## src/rtl/mat_mul_ctrl.sv

```systemverilog
// mat_mul_ctrl: valid/ready flow-control sequencer for the pipelined mat_mul
// tree-sum datapath. This block tracks the jobs in flight, carries a tag with
// each job, supports flush, and keeps saturating performance counters.
// Operands go directly from the source to mat_mul. This block drives only
// mat_mul's cen and the handshake/status signals.
module mat_mul_ctrl #(
  parameter int N     = 2,
  parameter int TAG_W = 4,
  parameter int CNT_W = 16
) (
  input  logic             clk,
  input  logic             rstn,
  input  logic             in_valid,
  output logic             in_ready,
  input  logic [TAG_W-1:0] in_tag,
  output logic             out_valid,
  input  logic             out_ready,
  output logic [TAG_W-1:0] out_tag,
  output logic             mm_cen,
  input  logic             flush,
  output logic             idle,
  output logic [CNT_W-1:0] issued_cnt,
  output logic [CNT_W-1:0] retired_cnt,
  output logic [CNT_W-1:0] stall_cnt
);

  // Number of register stages inside mat_mul. It is fixed by N.
  localparam int DEPTH = $clog2(N);

  // Index 0 is the first datapath stage. Index DEPTH-1 is the result stage.
  logic [DEPTH-1:0] vld_q, vld_d;
  logic [TAG_W-1:0] tag_q [DEPTH];
  logic [TAG_W-1:0] tag_d [DEPTH];

  logic [CNT_W-1:0] issued_q, issued_d;
  logic [CNT_W-1:0] retired_q, retired_d;
  logic [CNT_W-1:0] stall_q, stall_d;

  logic advance_s;
  logic mid_busy_s;
  logic accept_s;
  logic retire_s;
  logic stall_s;

  // Increment a counter unless it is already all-ones. The counter never wraps.
  function automatic logic [CNT_W-1:0] sat_inc(input logic [CNT_W-1:0] v,
                                               input logic en);
    logic [CNT_W-1:0] r;
    if (en && (v != {CNT_W{1'b1}})) begin
      r = v + {{(CNT_W-1){1'b0}}, 1'b1};
    end else begin
      r = v;
    end
    return r;
  endfunction

  // Handshake and clock-enable decode. The datapath is clocked only when
  // something other than a bubble would move through it.
  always_comb begin
    mid_busy_s = 1'b0;
    for (int k = 0; k < DEPTH - 1; k++) begin
      mid_busy_s = mid_busy_s | vld_q[k];
    end
    advance_s = !vld_q[DEPTH-1] || out_ready;
    in_ready  = advance_s && !flush;
    mm_cen    = advance_s && !flush && (in_valid || mid_busy_s);
    out_valid = vld_q[DEPTH-1];
    out_tag   = tag_q[DEPTH-1];
    idle      = (vld_q == {DEPTH{1'b0}});
    accept_s  = in_valid && in_ready;
    retire_s  = out_valid && out_ready && !flush;
    stall_s   = out_valid && !out_ready;
  end

  // Next state of the valid/tag shift registers. The whole pipe moves as one
  // unit, and bubbles are not collapsed. Flush clears valids and leaves the
  // tags stale.
  always_comb begin
    vld_d = vld_q;
    tag_d = tag_q;
    if (flush) begin
      vld_d = {DEPTH{1'b0}};
    end else if (advance_s) begin
      vld_d[0] = in_valid;
      tag_d[0] = in_tag;
      for (int k = 1; k < DEPTH; k++) begin
        vld_d[k] = vld_q[k-1];
        tag_d[k] = tag_q[k-1];
      end
    end else begin
      vld_d = vld_q;
      tag_d = tag_q;
    end
  end

  // Next state of the saturating performance counters.
  always_comb begin
    issued_d  = sat_inc(issued_q, accept_s);
    retired_d = sat_inc(retired_q, retire_s);
    stall_d   = sat_inc(stall_q, stall_s);
  end

  // State registers. An asynchronous reset discards every in-flight job.
  always_ff @(posedge clk or negedge rstn) begin
    if (!rstn) begin
      vld_q <= {DEPTH{1'b0}};
      for (int k = 0; k < DEPTH; k++) begin
        tag_q[k] <= {TAG_W{1'b0}};
      end
      issued_q  <= {CNT_W{1'b0}};
      retired_q <= {CNT_W{1'b0}};
      stall_q   <= {CNT_W{1'b0}};
    end else begin
      vld_q     <= vld_d;
      tag_q     <= tag_d;
      issued_q  <= issued_d;
      retired_q <= retired_d;
      stall_q   <= stall_d;
    end
  end

  // Drive the counter outputs directly from their registers.
  always_comb begin
    issued_cnt  = issued_q;
    retired_cnt = retired_q;
    stall_cnt   = stall_q;
  end

endmodule

```

## config.mk

```make
export PLATFORM = sky130hd
export DESIGN_NAME = mat_mul_ctrl
export DESIGN_NICKNAME = d
export VERILOG_FILES = /design/src/rtl/mat_mul_ctrl.sv
export SDC_FILE = /design/constraint.sdc
export NUM_CORES = 1
export LEC_CHECK = 0
export ABC_AREA = 1
export CORE_MARGIN = 3
export CORE_UTILIZATION = 47
export DETAILED_ROUTE_END_ITERATION = 8
export PLACE_DENSITY_LB_ADDON = 0.15
export SLEW_MARGIN = 10
export SYNTH_ARGS = -nofsm -noshare
export SYNTH_HDL_FRONTEND = slang
export SYNTH_SLANG_ARGS = --single-unit
```

## constraint.sdc

```tcl
create_clock -name clk -period 1.4 [get_ports clk]
set_input_delay 0.35 -clock clk [delete_from_list [all_inputs] [get_ports clk]]
set_output_delay 0.35 -clock clk [all_outputs]
set_load 0.03 [all_outputs]
```

==> run_results.csv <==
group,metric,value,unit
cells_and_area,antennaDiodeCount,0,
yosys,yosys_warnings,0,
cells_and_area,layout_common_cells,"nand2_1 (163), buf_4 (95), buf_6 (56)",
yosys,synthDistinctLibCells,27,
timing,finalSetupViolCount,19,
cts,htree_levels,2,
timing,worst_slack,-158,ps
yosys,netlist_instances,464,
power,p_leak,2.55,nW
cts,ctsRootBufferMaster,"clkbuf_8",
cts,cts_num_sinks,53,
drt,wirelength,10200,um
setup_path,r2r_start,"issued_cnt[0]$_DFFE_PN0P_",
drt,routedWlPerCell,14.4,um
die,die_area,7820,um2
setup_path,rrSetupSlack,-100,ps
placed_design,dp.cells,651,
power,ir_drop,1110,uV
yosys,yosys-top-cells-area,"dfrtp_1 (42%), nand2_1 (23%), nor2_1 (6.7%)",
cts,insertion_delay,310,ps
timing,slew_violations,0,
cts,cts_buffer_depth,2,
global_route,grt_overflow,0,
drt,drc,0,
outcome,violations,"setup timing",
min_path,hp-class,"input port to flop",
power,power_density,1090,nW/um2
global_route,grt_antenna_before_repair,0,
yosys,synth_area,3190,um2
die,die-width,88.4,um
placed_design,routabilityCongestion,0.897,
min_path,whs_endpoint,"out_valid$_DFFE_PN0P_",
cells_and_area,synthToLayoutAreaGrowth,63.6,%
cts,cts_buffers,5,
yosys,synth_top_area_cell,"dfrtp_1",
outcome,outcome,"finished, violations left",
timing,hold_viol_final,0,
die,fp.dieH,88.4,um
die,start_util,49.4,%
setup_path,start_kind,"flop",
cells_and_area,fin_nets,642,
drt,dr_total_vias,3738,
timing,slew_headroom,74.6,%
cells_and_area,layout_commonest_cell,"nand2_1",
timing,finClkSkew,8.73,ps
setup_path,rr_endpoint,"issued_cnt[2]$_DFFE_PN0P_",
timing,fin_crit_sh,111,%
global_route,grt_pass1_vias,3428,
global_route,grt_pass1_wl,15300,um
yosys,synth_top_area_share,41.5,%
drt,vias_per_cell,5.28,
yosys,ys_seq_area_share,41.5,%
timing,max_freq,0.642,GHz
die,core_area,6460,um2
setup_path,reg2regPathDepth,10,
setup_path,critPathMaxFanout,3,
drt,ant_nets,0,
cells_and_area,layoutNonFillerInstCount,708,
die,rows,29,
timing,worstMarginPinSlew,381,ps
setup_path,arrival,1210,ps
setup_path,cp-startpoint,"out_valid$_DFFE_PN0P_",
yosys,syn_nets,476,
setup_path,endpoint_kind,"output pin",
global_route,grt.total_usage,24.7,%
global_route,grt_max_degree,28,
yosys,avgSynthCellArea,6.88,um2
cts,tritoncts,"yes",
setup_path,worst-setup-path-type,"flop to output pin",
cts,clk_pin_slew,100,ps
drt,first_pass_iters,5,
min_path,hold_depth,2,
die,io_pins,65,
setup_path,cp_data_required_time,1050,ps
placed_design,place_hpwl,6530,um
cells_and_area,final_core_utilization,80.9,%
placed_design,numPortBuffers,64,
timing,rsz0062_at_grt,"true",
yosys,synth-seq-cells,53,
min_path,hold_start,"flush",
cells_and_area,drive_gt1_share,46.1,%
timing,min_period,1560,ps
run,max_cap_viol_count,0,
drt,drt_iter0_markers,272,
==> synth_stat cells, drive strengths merged <==
| cell type | number |
|---|---|
| ha | 3 |
| and2 | 1 |
| dfrtp | 53 |
| xnor2 | 7 |
| inv | 53 |
| xor2 | 5 |
| nand2 | 201 |
| a21oi | 4 |
| o211ai | 1 |
| nand3 | 28 |
| nand3b | 3 |
| nor3 | 3 |
| o21ai | 18 |
| nand4 | 18 |
| clkinv | 1 |
| nor2 | 59 |
| buf | 6 |
==> worst max-delay path by stage <==
stage | cells past startpoint | endpoint
3_3_place_gp | 11 | issued_cnt[15]$_DFFE_PN0P_
5_1_grt | 6 | mm_cen
6_report | 6 | mm_cen
2_1_floorplan | 8 | stall_cnt[10]$_DFFE_PN0P_
3_5_place_dp | 11 | issued_cnt[5]$_DFFE_PN0P_
4_1_cts | 6 | mm_cen
==> timing repair <==
| action | CTS | global route |
|---|---|---|
| pin swaps | 1 | 26 |
| resized for setup | 32 | 133 |
| buffers inserted | 22 | 21 |
| hold endpoints to repair | 12 | 0 |
| gates cloned | 2 | 5 |
| hold buffers | 1 | 0 |
| endpoints found under the setup margin | 44 | 77 |
==> layer usage <==
layer	global-route usage (%)	routed length, um	vias up
li1	-	-	1778
met5	0	0	-
met4	6.32	175	0
met1	30.7	4070	1793
met2	44.2	5340	141
met3	4.47	602	26
==> through the flow <==
stage               instance area, um2  setup TNS [ps]  hold slack (ps)  worst slack, ps  power (W)
floorplan                         3320            -485             54.4            -41.3    0.00327
global placement                  4270          -14960              281             -405    0.00414
detailed placement                4270          -16390              286             -433    0.00419
CTS                               4670           -1430              451             -161    0.00531
global route                      5220           -3290              440             -210    0.00603
finish                            5220           -1350              449             -158    0.00570
==> state kept, by name, indices dropped and copies added, names as in the netlist <==
| name | flops |
|---|---|
| out_valid | 1 |
| out_tag | 4 |
| retired_cnt | 16 |
| stall_cnt | 16 |
| issued_cnt | 16 |
==> power breakdown <==
| part | internal (W) | leakage [nW] | switching, W |
|---|---|---|---|
| logic | 0.00129 | 1.85 | 0.00142 |
| clock network | 0.000349 | 0.0450 | 0.000523 |
| registers | 0.00180 | 0.655 | 0.000328 |
==> final cells by class <==
| cell class | count | area (um2) |
|---|---|---|
| timing repair buffer | 164 | 1490 |
| multi-input combinational | 352 | 1970 |
| tap | 77 | 96.3 |
| clock buffer | 6 | 72.6 |
| sequential | 53 | 1360 |
| inverter | 54 | 231 |
| clock inverter | 2 | 10.0 |
| fill | 411 | 1230 |
==> logic make-up after synthesis <==
| group | share of synthesized area [%] |
|---|---|
| AO/OA/AOI/OAI | 4.51 |
| XOR/XNOR | 3.29 |
| adder cells (fa/ha/maj) | 1.18 |
| buffers and inverters | 8.35 |
| flip-flops | 41.5 |
| AND/OR/NAND/NOR | 41.1 |
==> worst max-delay path, cell delays in order (launching register included) <==
cell and delay [ps]:
dfrtp_2 390, nand2_4 60, nand2_4 90, clkinv_8 60
nand2_8 60, clkinvlp_4 80, buf_6 140
Note: power is estimated with default switching activity, not from simulation.
